**config.mk**
```make
export PLATFORM = sky130hd
export DESIGN_NAME = sync_fifo_param
export DESIGN_NICKNAME = d
export VERILOG_FILES = /design/src/rtl/sync_fifo_pkg.sv /design/src/rtl/fifo_ram.sv /design/src/rtl/sync_fifo_param.sv
export SDC_FILE = /design/constraint.sdc
export NUM_CORES = 1
export LEC_CHECK = 0
export ABC_AREA = 0
export BUFFER_PORTS_ARGS = -buffer_cell sky130_fd_sc_hd__buf_2
export CORE_MARGIN = 4
export CORE_UTILIZATION = 30
export CTS_BUF_LIST = sky130_fd_sc_hd__clkbuf_8
export DETAILED_ROUTE_END_ITERATION = 12
export PLACE_DENSITY = 0.42
export SETUP_SLACK_MARGIN = 0.02
export SYNTH_ARGS = -nofsm -noshare
export SYNTH_HDL_FRONTEND = slang
export SYNTH_SLANG_ARGS = --single-unit
```
**constraint.sdc**
```tcl
create_clock -name clk -period 3.3 [get_ports clk]
set_input_delay 0.495 -clock clk [delete_from_list [all_inputs] [get_ports clk]]
set_output_delay 0.495 -clock clk [all_outputs]
set_load 0.01 [all_outputs]
```
**src/rtl/sync_fifo_pkg.sv**
```systemverilog
// rtl/sync_fifo_pkg.sv - shared types and width helpers for the parametrised sync FIFO
package sync_fifo_pkg;

    // Pointer width for a given depth. The occupancy count is one bit wider
    // so that it can represent DEPTH itself.
    function automatic int ptr_w(input int depth);
        return $clog2(depth);
    endfunction

    typedef struct packed {
        logic full;
        logic empty;
        logic almost_full;
        logic almost_empty;
    } fifo_status_t;

endpackage

```
**src/rtl/fifo_ram.sv**
```systemverilog
// rtl/fifo_ram.sv - DEPTH x DATA_W storage, one synchronous write port, one asynchronous read port
//
// Ports:
//   clk        clock, write on rising edge
//   i_wr_en    write strobe
//   i_wr_addr  write address
//   i_wr_data  write data
//   i_rd_addr  read address (combinational read)
//   o_rd_data  word at i_rd_addr
//
// No reset: contents are undefined until written.
module fifo_ram
    import sync_fifo_pkg::*;
#(
    parameter int DATA_W = 8,
    parameter int DEPTH  = 8,
    localparam int AW    = ptr_w(DEPTH)
) (
    input  logic              clk,
    input  logic              i_wr_en,
    input  logic [AW-1:0]     i_wr_addr,
    input  logic [DATA_W-1:0] i_wr_data,
    input  logic [AW-1:0]     i_rd_addr,
    output logic [DATA_W-1:0] o_rd_data
);

    logic [DATA_W-1:0] r_mem [DEPTH];

    always_ff @(posedge clk) begin
        if (i_wr_en) begin
            r_mem[i_wr_addr] <= i_wr_data;
        end
    end

    assign o_rd_data = r_mem[i_rd_addr];

endmodule

```
**src/rtl/sync_fifo_param.sv**
```systemverilog
// rtl/sync_fifo_param.sv - parametrised single-clock FIFO with thresholds, sticky errors, flush and optional FWFT
//
// Ports:
//   clk, rst            clock; synchronous active-low reset
//   flush               clears pointers/count, ignores this cycle's wr_en/rd_en
//   wr_en, wr_data      write request and data
//   rd_en               read request (FWFT: pop head)
//   rd_data, rd_valid   read data and its qualifier
//   full, empty         count == DEPTH / count == 0
//   almost_full         count >= AF_THRESH
//   almost_empty        count <= AE_THRESH
//   count               occupancy 0..DEPTH
//   overflow, underflow sticky rejected-write / rejected-read flags
//   clr_err             clears both sticky flags
module sync_fifo_param
    import sync_fifo_pkg::*;
#(
    parameter int DATA_W    = 8,
    parameter int DEPTH     = 8,
    parameter int AF_THRESH = 6,
    parameter int AE_THRESH = 2,
    parameter int FWFT      = 0,
    localparam int PW       = ptr_w(DEPTH),
    localparam int CW       = PW + 1
) (
    input  logic              clk,
    input  logic              rst,
    input  logic              flush,
    input  logic              wr_en,
    input  logic [DATA_W-1:0] wr_data,
    input  logic              rd_en,
    output logic [DATA_W-1:0] rd_data,
    output logic              rd_valid,
    output logic              full,
    output logic              empty,
    output logic              almost_full,
    output logic              almost_empty,
    output logic [CW-1:0]     count,
    output logic              overflow,
    output logic              underflow,
    input  logic              clr_err
);

    generate
        if (DEPTH < 2 || (DEPTH & (DEPTH - 1)) != 0) begin : g_bad_depth
            $error("sync_fifo_param: DEPTH must be a power of two >= 2");
        end
        if (!(AE_THRESH < AF_THRESH && AF_THRESH <= DEPTH)) begin : g_bad_thresh
            $error("sync_fifo_param: need AE_THRESH < AF_THRESH <= DEPTH");
        end
    endgenerate

    localparam logic [CW-1:0] C_DEPTH = CW'(DEPTH);
    localparam logic [CW-1:0] C_AF    = CW'(AF_THRESH);
    localparam logic [CW-1:0] C_AE    = CW'(AE_THRESH);

    logic [PW-1:0]     r_wr_ptr;
    logic [PW-1:0]     r_rd_ptr;
    logic [CW-1:0]     r_count;
    logic              r_overflow;
    logic              r_underflow;
    fifo_status_t      w_status;
    logic              w_rd_acc;
    logic              w_wr_acc;
    logic              w_wr_rej;
    logic              w_rd_rej;
    logic [DATA_W-1:0] w_ram_rd_data;

    always_comb begin
        w_status              = '0;
        w_status.full         = (r_count == C_DEPTH);
        w_status.empty        = (r_count == '0);
        w_status.almost_full  = (r_count >= C_AF);
        w_status.almost_empty = (r_count <= C_AE);
    end

    // A write into a full FIFO is allowed only alongside a read, which is
    // always accepted in that case since full implies non-empty. Flush
    // swallows both requests and suppresses their error reporting.
    always_comb begin
        w_rd_acc = !flush && rd_en && !w_status.empty;
        w_wr_acc = !flush && wr_en && (!w_status.full || rd_en);
        w_wr_rej = !flush && wr_en && !w_wr_acc;
        w_rd_rej = !flush && rd_en && !w_rd_acc;
    end

    always_ff @(posedge clk) begin
        if (!rst) begin
            r_wr_ptr <= '0;
            r_rd_ptr <= '0;
            r_count  <= '0;
        end else if (flush) begin
            r_wr_ptr <= '0;
            r_rd_ptr <= '0;
            r_count  <= '0;
        end else begin
            if (w_wr_acc) begin
                r_wr_ptr <= r_wr_ptr + PW'(1);
            end
            if (w_rd_acc) begin
                r_rd_ptr <= r_rd_ptr + PW'(1);
            end
            case ({w_wr_acc, w_rd_acc})
                2'b10:   r_count <= r_count + CW'(1);
                2'b01:   r_count <= r_count - CW'(1);
                default: r_count <= r_count;
            endcase
        end
    end

    // A fresh error in the clearing cycle wins over clr_err.
    always_ff @(posedge clk) begin
        if (!rst) begin
            r_overflow  <= 1'b0;
            r_underflow <= 1'b0;
        end else begin
            r_overflow  <= (r_overflow  && !clr_err) || w_wr_rej;
            r_underflow <= (r_underflow && !clr_err) || w_rd_rej;
        end
    end

    fifo_ram #(
        .DATA_W (DATA_W),
        .DEPTH  (DEPTH)
    ) u_ram (
        .clk       (clk),
        .i_wr_en   (w_wr_acc),
        .i_wr_addr (r_wr_ptr),
        .i_wr_data (wr_data),
        .i_rd_addr (r_rd_ptr),
        .o_rd_data (w_ram_rd_data)
    );

    generate
        if (FWFT != 0) begin : g_fwft
            // Head word is shown directly; forced to zero while empty so no
            // stale or unwritten RAM content leaks onto the output.
            assign rd_data  = w_status.empty ? '0 : w_ram_rd_data;
            assign rd_valid = !w_status.empty;
        end else begin : g_std
            logic [DATA_W-1:0] r_rd_data;
            logic              r_rd_valid;

            always_ff @(posedge clk) begin
                if (!rst) begin
                    r_rd_data  <= '0;
                    r_rd_valid <= 1'b0;
                end else if (flush) begin
                    r_rd_valid <= 1'b0;
                end else begin
                    r_rd_valid <= w_rd_acc;
                    if (w_rd_acc) begin
                        r_rd_data <= w_ram_rd_data;
                    end
                end
            end

            assign rd_data  = r_rd_data;
            assign rd_valid = r_rd_valid;
        end
    endgenerate

    assign full         = w_status.full;
    assign empty        = w_status.empty;
    assign almost_full  = w_status.almost_full;
    assign almost_empty = w_status.almost_empty;
    assign count        = r_count;
    assign overflow     = r_overflow;
    assign underflow    = r_underflow;

endmodule
```
==> impl_results.md, run 1 <==
* # DRC at 0
* CTS H-tree depth at 3
* Chip height at 114 um
* Worst Path Required at 3.57 ns
* RSZ-0062 raised after global routing: no
* Min Hold Slack at 0.411 ns
* Synth unique cells at 39
* DR WL/cell at 18.0 um
* Total CTS buffers at 9
* Outcome: complete, no violations
* Post-route cell area at 0.00391 sq mm
* Synthesized area at 0.00339 sq mm
* Core Area at approximately 0.011 sq mm
* Period minus WS final at 2.70 ns
* Initial antenna violation count at 0
* Final Core Density at 0.357
* # rows at 38
* Hold wc startpoint: wr_data[7]
* First-pass GRT wire length at 11300 um
* GRT Residual Overflow at 0
* Setup violators final at 0
* Dpl cell area at 0.00374 sq mm
* Hold path depth at 1
* CTS Root Cell: clkbuf_8
* P_leak at 1.36 nW
* N_diodes at 0
* Via count at 1867
* Post-Syn Nets at 230
* Ports at 33
* Post-synth EDFFs at 64
* Async S/R FF share, synth at 0
* R2R depth at 9
* Worst reg2reg endpoint: count[2]$_SDFFE_PP0P_
* VDD IR max at 0.224 mV
* Cells after Synth at approximately 210
* Sequential area share after synthesis at 0.691
* Hold buffers post-CTS at 0
* CP Max Fanout at 12
* Maxcap violations at 0
* Crit path DAT at around 3.0 ns
* Worst setup EP type: register
* Worst R2R Start: count[0]$_SDFFE_PP0P_
* Worst Clk Skew at 0.0100 ns
* Reg2reg setup slack at 0.60 ns
* Fmax achieved at 371 MHz
* Crit path kind: reg2reg
* P per Cell Area at between 400 and 500 mW/mm^2
* Routed vias/inst at about 4.7
* Routed wire length at a little over 7000 um
* Initial drt markers at 109
* Vias in the first global route at 1959
* Postcts setup bufs at 0
* Yosys reg bits at 85
* Slew HR at 0.384
* Final Hold Viols at 0
* HP Class: in2reg
* Final ANT Viol Nets at 0
* Pins Over Slew Limit at 0
* Clock-pin slew on the worst setup and hold paths at 0.09 ns
* Initial Util at 0.310
* Chip Width at 114 um
* Worst skew pair latency at 0.35 ns
* Hold Path Sink: u_ram.r_mem[4][7]$_DFFE_PP_
* Main synth FF type: edfxtp_1
* Final setup TNS at 0 ns
* Syn Area/Cell at ~16 sq um
* DRT Pass-1 Iters at 4
* Total track usage at 0.119
* Detailed Place HPWL at 4600 um
* Post-cts gate resize count at 0
* CP Launch Type: register
* Final period util at 0.817
* Layout cells sized above 1 at 0.291
* Pin count of the biggest net entering global routing at 19
* Worst-margin pin slew at between 0.9 and 1 ns
* DIE AREA at 0.0131 sq mm
* YS warnings at 0
* Area grow syn2layout at 15.2%
* RePlAce Congestion at 0.690
* Post-layout nets at 272
* Port bufs at 32
* Total power at 1.87 mW
* CTS sink count at 85
* Clk buf depth at 2
* TritonCTS clock tree: yes
-- through the flow --
step	setup WS, ns	instances
after floorplan	0.695	211
after global placement	0.697	382
after detailed placement	0.638	382
after CTS	0.594	398
after global routing	0.430	398
final	0.603	398
-- cell type report --
type / count / area, sq um
Fill cell: 1060 / 7030
Clock buffer: 9 / 124
Clock inverter: 7 / 41.3
Tap cell: 140 / 175
Inverter: 5 / 18.8
Multi-Input combinational cell: 111 / 980
Sequential cell: 85 / 2340
Timing Repair Buffer: 41 / 228
-- placed cells by master (no fill, tap or decap), drive strengths merged, types with 2 or more instances in the layout --
cell type / instances
nand2b: 4
and2: 2
o21ai: 12
ha: 5
nor2: 21
a21oi: 4
nor2b: 3
nand2: 4
mux4: 16
or3: 2
nor3: 2
nand3: 4
dfxtp: 21
xnor2: 2
mux2i: 3
edfxtp: 64
inv: 9
clkbuf: 9
xor2: 5
o22ai: 8
buf: 41
a211oi: 2
nor4: 2
clkinv: 3
-- cell families (layout without fill, tap and decap cells) --
kind of cell	count (synthesis)	count (layout)	synth area share
and+or+nand+nor	50	50	0.0778
xor gates and xnor gates	7	7	0.0181
DFF	85	85	0.691
AOI/OAI and AO/OA	30	30	0.0557
buffers and inverters	15	62	0.0243
adders and majority gates	5	5	0.0184
muxes	19	19	0.115
-- flip-flops by register name (all words and copies together) (netlist names) --
register	flops
count	4
rd_valid	1
u_ram.r_mem	64
overflow	1
underflow	1
r_rd_ptr	3
r_wr_ptr	3
rd_data	8
-- where the power goes --
part           internal, mW  switching (mW)  total, mW
Sequential             1.16         0.00650       1.16
Combinational        0.0267          0.0422     0.0689
Clock                 0.270           0.372      0.642
-- critical path: stages, from the launching register on --
cell and delay [ns]:
dfxtp_1 0.41, or4_1 0.66, and2_4 0.25, ha_1 0.27, xor2_1 0.16, ha_1 0.19, a21oi_1 0.15, xor2_1 0.09
or3_1 0.31, a21oi_1 0.14
-- synthesized netlist by cell type, drive strengths merged, types with 2 or more instances --
cell | n | share of area
inv | 5 | 0.0055
nor4 | 2 | 0.0037
nand2b | 4 | 0.0074
o21ai | 12 | 0.021
buf | 7 | 0.015
dfxtp | 21 | 0.12
a21oi | 4 | 0.0059
xnor2 | 2 | 0.0052
nor3 | 2 | 0.0030
nand3 | 4 | 0.0074
mux2i | 3 | 0.0089
clkbuf | 3 | 0.0033
o22ai | 8 | 0.015
nand2 | 4 | 0.0044
nor2 | 21 | 0.023
nor2b | 3 | 0.0055
ha | 5 | 0.018
mux4 | 16 | 0.11
xor2 | 5 | 0.013
or3 | 2 | 0.0037
edfxtp | 64 | 0.57
a211oi | 2 | 0.0044
and2 | 2 | 0.0044
-- worst max-delay path by stage --
| stage | endpoint | from |
|---|---|---|
| final | count[2]$_SDFFE_PP0P_ | count[0]$_SDFFE_PP0P_ |
| after global routing | count[2]$_SDFFE_PP0P_ | count[0]$_SDFFE_PP0P_ |
| after CTS | count[2]$_SDFFE_PP0P_ | count[0]$_SDFFE_PP0P_ |
| after detailed placement | count[2]$_SDFFE_PP0P_ | count[0]$_SDFFE_PP0P_ |
| after global placement | count[2]$_SDFFE_PP0P_ | count[0]$_SDFFE_PP0P_ |
| after floorplan | count[2]$_SDFFE_PP0P_ | count[1]$_SDFFE_PP0P_ |
-- routing by layer --
metal	track usage	wire [um]	vias to the layer above
met5	0	0	-
met2	0.187	3450	36
met4	0.0333	59	0
met1	0.155	3280	930
met3	0.0460	351	4
li1	-	-	897
No activity file was read; power rests on OpenSTA's default activity.
==> run 2: changes to the inputs <==
--- a/config.mk
+++ b/config.mk
@@ -11,7 +11,7 @@
 export CORE_UTILIZATION = 30
 export CTS_BUF_LIST = sky130_fd_sc_hd__clkbuf_8
 export DETAILED_ROUTE_END_ITERATION = 12
-export PLACE_DENSITY = 0.42
+export PLACE_DENSITY = 0.44
 export SETUP_SLACK_MARGIN = 0.02
 export SYNTH_ARGS = -nofsm -noshare
 export SYNTH_HDL_FRONTEND = slang
==> constraint.sdc (replaced) <==
create_clock -name clk -period 2.2 [get_ports clk]
set_input_delay 0.33 -clock clk [delete_from_list [all_inputs] [get_ports clk]]
set_output_delay 0.33 -clock clk [all_outputs]
set_load 0.01 [all_outputs]
==> run 2 against run 1 <==
Against the previous run: the run now ends with negative setup slack left; wire length rose by 2.9%; non-clock buffer count increased by 19; die area unchanged; highest routed layer unchanged.
==> impl_results.md, run 2 (synthesis gave the netlist of run 1 again) <==
* Outcome: finished with violations (was complete, no violations)
* Failing checks: negative setup slack
* Core Area at 0.0109 sq mm (unchanged)
* Worst Path Required at 2.48 ns (was 3.57 ns)
* Largest reg by FF count: u_ram.r_mem (unchanged)
* Initial Util at 0.310 (unchanged)
* Most common cell after layout, fill and taps aside: edfxtp_1 (unchanged)
* Routed wire length at 7350 um (was 7150 um)
* DR WL/cell at 17.6 um (was 18.0 um)
* Fmax achieved at 442 MHz (was 371 MHz)
* Wl on met1 at 3390 um (was 3280 um)
* Hold buffers post-CTS at 0 (unchanged)
* Total track usage at 0.124 (was 0.119)
* CTS Root Cell: clkbuf_8 (unchanged)
* Ports at 33 (unchanged)
* First-pass GRT wire length at 11700 um (was 11300 um)
* GRT Residual Overflow at 0 (unchanged)
* Detailed Place HPWL at 4820 um (was 4600 um)
* CP Max Fanout at 4 (was 12)
* Chip height at 114 um (unchanged)
* Most frequent cells in the layout: 64 x edfxtp_1, 32 x buf_2, 27 x buf_4, 21 x nor2_1, 19 x dfxtp_1 (was 64 x edfxtp_1, 32 x buf_2, 21 x nor2_1, 21 x dfxtp_1, 16 x mux4_2)
* RSZ-0062 raised after global routing: yes (was no)
* Setup violators final at 1 (was 0)
* Via count at 1975 (was 1867)
* Initial drt markers at 82 (was 109)
* Period minus WS final at 2.26 ns (was 2.70 ns)
* Chip Width at 114 um (unchanged)
* CP Launch Type: register (unchanged)
* Routed wire length on met2 at 3580 um (was 3450 um)
* P_leak at 1.45 nW (was 1.36 nW)
* Clock-pin slew on the worst setup and hold paths at 0.08 ns (was 0.09 ns)
* Crit path max-delay family: simple AND/OR/NAND/NOR gates (unchanged)
* Fillcell total at 1074 (was 1060)
* Vias in the first global route at 2051 (was 1959)
* P per Cell Area at 678 mW/mm^2 (was 479 mW/mm^2)
* Worst Path Buf+Inv at 0 (unchanged)
* Port bufs at 32 (unchanged)
* Clk buf depth at 2 (unchanged)
* Layout Cells excl Fill at 417 (was 398)
* Crit-path slowest cell: or4b_4 (was or4_1)
* Final Hold Viols at 0 (unchanged)
* Initial antenna violation count at 0 (unchanged)
* DIE AREA at 0.0131 sq mm (unchanged)
* Highest metal used: met4 (unchanged)
* Layout cells sized above 1 at 0.379 (was 0.291)
* Cells after DPL at 400 (was 382)
* Routed vias/inst at 4.74 (was 4.69)
* Total CTS buffers at 9 (unchanged)
* DRT Pass-1 Iters at 4 (unchanged)
* HP Class: in2reg (unchanged)
* # DRC at 0 (unchanged)
* CP Cell Sequence: or4b_4 > o21ai_4 > ha_4 > xor2_1 > ha_2 > a21oi_2 > xor2_1 > or3_1 > a21oi_2 (was or4_1 > and2_4 > ha_1 > xor2_1 > ha_1 > a21oi_1 > xor2_1 > or3_1 > a21oi_1)
* CTS sink count at 85 (unchanged)
* Post-layout nets at 291 (was 272)
* CTS H-tree depth at 3 (unchanged)
* TritonCTS clock tree: yes (unchanged)
* # rows at 38 (unchanged)
* Maxcap violations at 0 (unchanged)
* Worst setup EP type: register (unchanged)
* RePlAce Congestion at 0.719 (was 0.690)
* Crit path DAT at 2.54 ns (was 2.97 ns)
* VDD IR max at 0.246 mV (was 0.224 mV)
* Number of flip-flops under the largest register name at 64 (unchanged)
* Crit path largest cell delay at 0.55 ns (was 0.66 ns)
* Final ANT Viol Nets at 0 (unchanged)
* Worst Clk Skew at 0.00804 ns (was 0.0100 ns)
* Area grow syn2layout at 21.6% (was 15.2%)
* Worst-margin pin slew at 1.06 ns (was 0.923 ns)
* Final worst slack at -0.0638 ns (was 0.603 ns)
* Metal3 WL at 275 um (was 351 um)
* Crit path kind: reg2reg (unchanged)
* Pins Over Slew Limit at 0 (unchanged)
* Pin count of the biggest net entering global routing at 15 (was 19)
* Dpl ws at -0.0638 ns (was 0.638 ns)
* Worst skew pair latency at 0.35 ns (about the same)
* Slew HR at 0.294 (was 0.384)
* Final period util at 1.03 (was 0.817)
* N_diodes at 0 (unchanged)
## run 2: final cells by class
type	instances	area (sq um)	share of cell area
Multi-Input combinational cell	111	1040	0.253
Tap cell	140	175	0.0425
Sequential cell	85	2340	0.569
Clock buffer	9	124	0.0300
Inverter	5	18.8	0.00455
Clock inverter	7	36.3	0.00880
Timing Repair Buffer	60	383	0.0928
## run 2: power by group
group / internal [mW] / switching, mW
sequential: 1.74 / 0.00766
combinational: 0.0573 / 0.0741
clock: 0.394 / 0.529
## run 2: what timing repair did
action                     4_1_cts  5_1_grt
gates resized for setup          2        6
buffers inserted                 0        1
pin swaps                        0        0
setup endpoints to repair        2        2
## run 2: per-layer routing
metal / track usage / up-vias
met5: 0 / -
met4: 0.0467 / 0
met3: 0.0328 / 10
met2: 0.200 / 34
met1: 0.160 / 998
li1: - / 933
## run 2: worst reg2reg max path: stages, from the launching register on
cell,delay (ns)
dfxtp_2,0.34
or4b_4,0.55
o21ai_4,0.19
ha_4,0.16
xor2_1,0.15
ha_2,0.19
a21oi_2,0.03
xor2_1,0.14
or3_1,0.32
a21oi_2,0.13
## run 2: worst paths after layout
kind              slack, ns                           to  cells after the start                     from
hold reg to reg        0.50      rd_data[3]$_SDFFE_PN0P_                      2  rd_data[3]$_SDFFE_PN0P_
setup / recovery      -0.06        count[2]$_SDFFE_PP0P_                      9    count[0]$_SDFFE_PP0P_
hold / removal         0.25  u_ram.r_mem[7][0]$_DFFE_PP_                      1               wr_data[0]
setup reg to reg      -0.06        count[2]$_SDFFE_PP0P_                      9    count[0]$_SDFFE_PP0P_
## run 2: per-stage QoR
| step | setup TNS [ns] | util | hold WS (ns) | area (sq um) | power (mW) |
|---|---|---|---|---|---|
| floorplan | -0.465 | - | 0.429 | 3420 | 1.84 |
| global placement | -0.00955 | 0.358 | 0.471 | 3920 | 1.91 |
| detailed placement | -0.0638 | 0.358 | 0.479 | 3920 | 1.91 |
| CTS | -0.111 | 0.373 | 0.233 | 4080 | 2.84 |
| global route | -0.236 | 0.377 | 0.235 | 4120 | 2.95 |
| finish | -0.0638 | 0.377 | 0.248 | 4120 | 2.80 |
==> run 3: changes to the inputs <==
--- a/config.mk
+++ b/config.mk
@@ -15,4 +15,5 @@
 export SETUP_SLACK_MARGIN = 0.02
 export SYNTH_ARGS = -nofsm -noshare
 export SYNTH_HDL_FRONTEND = slang
+export SYNTH_HIERARCHICAL = 1
 export SYNTH_SLANG_ARGS = --single-unit
==> run 3 against run 2 <==
Against the previous run: the flow still finishes with violations (negative setup slack); hold slack worse by 0.012 ns; final cell count shrank 2.6%; clock power grew 20%; sequential share of layout area fell by 1.2 points; largest power group unchanged; cell area is 2.0% higher; critical path type unchanged; power is 6.2% higher; synthesized cell count decreased by 2.8%.
==> impl_results.md, run 3 <==
* Most common cell after layout, fill and taps aside: edfxtp_1 (unchanged)
* HP Class: in2reg (unchanged)
* Via count at 1880 (was 1975)
* Routed wire length at 7010 um (was 7350 um)
* Cells after DPL at 389 (was 400)
* Maxcap violations at 0 (unchanged)
* Worst Clk Skew at 0.00769 ns (was 0.00804 ns)
* Vias in the first global route at 1893 (was 2051)
* YS warnings at 6 (was 0)
* P_leak at 1.47 nW (was 1.45 nW)
* R2R depth at 9 (unchanged)
* Clock-pin slew on the worst setup and hold paths at 0.09 ns (was 0.08 ns)
* Initial drt markers at 106 (was 82)
* Reg2reg setup slack at -0.01 ns (was -0.06 ns)
* Syn Area/Cell at 17.3 sq um (was 16.1 sq um)
* Hold wc startpoint: wr_data[5] (was wr_data[0])
* Chip Width at 117 um (was 114 um)
* Worst setup EP type: register (unchanged)
* Top cell type's share of synthesized area at 0.542 (was 0.567)
* DRT Pass-1 Iters at 3 (was 4)
* Worst-margin pin slew at 0.660 ns (was 1.06 ns)
* TritonCTS clock tree: yes (unchanged)
* GRT Residual Overflow at 0 (unchanged)
* Highest metal used: met4 (unchanged)
* Yosys reg bits at 85 (unchanged)
* Largest reg by FF count: u_ram/r_mem (was u_ram.r_mem)
* Multi-input combinational cell area at 0.00115 sq mm (was 0.00104 sq mm)
* Cells after Synth at 205 (was 211)
* Post-Syn Nets at 224 (was 230)
* Crit path DAT at 2.50 ns (was 2.54 ns)
* Outcome: finished with violations (unchanged)
* Final Core Density at 0.365 (was 0.377)
* Core Area at 0.0115 sq mm (was 0.0109 sq mm)
* VDD IR max at 0.243 mV (was 0.246 mV)
* Routed vias/inst at 4.63 (was 4.74)
* Post-synth EDFFs at 64 (unchanged)
* Pin count of the biggest net entering global routing at 18 (was 15)
* Hold path depth at 1 (unchanged)
* Crit path kind: reg2reg (unchanged)
* Detailed Place HPWL at 4590 um (was 4820 um)
* Worst skew pair latency at 0.35 ns (about the same)
* Worst reg2reg endpoint: count[2]$_SDFFE_PP0P_ (unchanged)
* Total CTS buffers at 9 (unchanged)
* Final ANT Viol Nets at 0 (unchanged)
* Area grow syn2layout at 18.7% (was 21.6%)
* Hold Path Sink: u_ram/r_mem[6][5]$_DFFE_PP_ (was u_ram.r_mem[7][0]$_DFFE_PP_)
* Failing checks: negative setup slack (unchanged)
* FF/Latch Area at 0.00234 sq mm (about the same)
* Number of flip-flops under the largest register name at 64 (unchanged)
* Slew HR at 0.560 (was 0.294)
* N_diodes at 0 (unchanged)
* Dpl cell area at 0.00397 sq mm (was 0.00392 sq mm)
* Clk buf depth at 2 (unchanged)
* RePlAce Congestion at 0.730 (was 0.719)
* Port bufs at 32 (unchanged)
* CP Launch Type: register (unchanged)
* Dominant cell by count in the synthesized netlist: edfxtp_1 (unchanged)
* Fmax achieved at 452 MHz (was 442 MHz)
* Routed wire length on met2 at 3170 um (was 3580 um)
* Chip height at 117 um (was 114 um)
* Post-route cell area at 0.00421 sq mm (was 0.00412 sq mm)
* DIE AREA at 0.0136 sq mm (was 0.0131 sq mm)
* Final worst slack at -0.0137 ns (was -0.0638 ns)
* # rows at 39 (was 38)
* Synth unique cells at 37 (was 39)
* Most instantiated cells after synthesis: 64 x edfxtp_1, 21 x dfxtp_1, 15 x mux4_1 (was 64 x edfxtp_1, 21 x dfxtp_1, 21 x nor2_1)
* P per Cell Area at 706 mW/mm^2 (was 678 mW/mm^2)
* CTS Root Cell: clkbuf_8 (unchanged)
* DR WL/cell at 17.3 um (was 17.6 um)
* Synthesized area at 0.00354 sq mm (was 0.00339 sq mm)
* CTS sink count at 85 (unchanged)
* Initial Util at 0.308 (was 0.310)
* # DRC at 0 (unchanged)
* Sequential area share after synthesis at 0.661 (was 0.691)
* Leading post-synthesis cells by cell area: edfxtp_1 54%, dfxtp_1 12%, mux4_1 11% (was edfxtp_1 57%, dfxtp_1 12%, mux4_2 11%)
* Wl on met1 at 3480 um (was 3390 um)
* Worst Path Required at 2.49 ns (was 2.48 ns)
* Final Hold Viols at 0 (unchanged)
* Area leader, netlist: edfxtp_1 (unchanged)
* Main synth FF type: edfxtp_1 (unchanged)
* Layout Cells excl Fill at 406 (was 417)
* Hold buffers post-CTS at 0 (unchanged)
* Most frequent cells in the layout: 64 x edfxtp_1, 32 x buf_2, 21 x dfxtp_1, 18 x buf_4, 15 x mux4_1 (was 64 x edfxtp_1, 32 x buf_2, 27 x buf_4, 21 x nor2_1, 19 x dfxtp_1)
* Post-layout nets at 277 (was 291)
* Metal3 WL at 230 um (was 275 um)
* Pins Over Slew Limit at 0 (unchanged)
* Period minus WS final at 2.21 ns (was 2.26 ns)
* Fillcell total at 1107 (was 1074)
* Async S/R FF share, synth at 0 (unchanged)
* Initial antenna violation count at 0 (unchanged)
* First-pass GRT wire length at 10900 um (was 11700 um)
* Total track usage at 0.112 (was 0.124)
* Ports at 33 (unchanged)
* CTS H-tree depth at 3 (unchanged)
* Setup violators final at 1 (unchanged)
* CP Max Fanout at 3 (was 4)
* Final period util at 1.01 (was 1.03)
* Final setup TNS at -0.0137 ns (was -0.0638 ns)
* Worst R2R Start: count[2]$_SDFFE_PP0P_ (was count[0]$_SDFFE_PP0P_)
* RSZ-0062 raised after global routing: yes (unchanged)
* Layout cells sized above 1 at 0.338 (was 0.379)
* Total power at 2.97 mW (was 2.80 mW)
run 3: final cells by class:
type / count / area share
inverter: 6 / 0.00535
multi-input combinational: 105 / 0.274
sequential: 85 / 0.557
clock buffer: 9 / 0.0294
tap: 143 / 0.0425
timing repair buffer: 51 / 0.0750
clock inverter: 7 / 0.0173
run 3: worst max-delay path by stage:
stage	slack, ns	to	depth (start not counted)	start
after floorplan	-0.18	count[2]$_SDFFE_PP0P_	10	count[2]$_SDFFE_PP0P_
after global routing	-0.14	count[2]$_SDFFE_PP0P_	9	count[2]$_SDFFE_PP0P_
after CTS	-0.07	count[2]$_SDFFE_PP0P_	9	count[2]$_SDFFE_PP0P_
after detailed placement	-0.05	count[3]$_SDFFE_PP0P_	8	count[2]$_SDFFE_PP0P_
after global placement	-0.05	count[3]$_SDFFE_PP0P_	8	count[1]$_SDFFE_PP0P_
final	-0.01	count[2]$_SDFFE_PP0P_	9	count[2]$_SDFFE_PP0P_
run 3: logic make-up (layout without fill, tap and decap cells):
kind of cell | count (synthesis) | after routing | synth area share
flip-flops | 85 | 85 | 0.661
multiplexers | 35 | 35 | 0.174
AND/OR/NAND/NOR | 46 | 46 | 0.0773
buffers and inverters | 15 | 73 | 0.0265
XOR/XNOR | 7 | 7 | 0.0173
adder cells (fa/ha/maj) | 5 | 5 | 0.0176
AO/OA/AOI/OAI | 12 | 12 | 0.0265
run 3: stage by stage:
step / setup WS, ns / hold slack (ns)
after detailed placement: -0.0490 / 0.501
after floorplan: -0.176 / 0.429
after global placement: -0.0484 / 0.486
final: -0.0137 / 0.237
after global routing: -0.139 / 0.228
after CTS: -0.0672 / 0.221
run 3: critical path, cell delays in order, from the launching register on:
cell and delay (ns):
dfxtp_1 0.32, or4b_4 0.55, o21bai_4 0.18, ha_4 0.16
xor2_1 0.16, ha_1 0.16, a21oi_1 0.05, xor2_1 0.15
or3_1 0.32, a21oi_2 0.11
run 3: what timing repair did:
| action | in CTS | in global routing |
|---|---|---|
| buffers inserted | 1 | 0 |
| hold endpoints to repair | 0 | 0 |
| gates resized for setup | 1 | 9 |
| endpoints found under the setup margin | 2 | 35 |
| pin swaps | 1 | 3 |
run 3: where the power goes:
group	internal, mW	total (mW)	switching [mW]
registers	1.73	1.74	0.00534
logic	0.0557	0.123	0.0668
clock network	0.529	1.11	0.579
run 3: layer usage:
layer,vias to the layer above,GRT usage
met5,-,0
met4,0,0.0528
met3,12,0.0295
met2,33,0.165
met1,929,0.155
li1,906,-
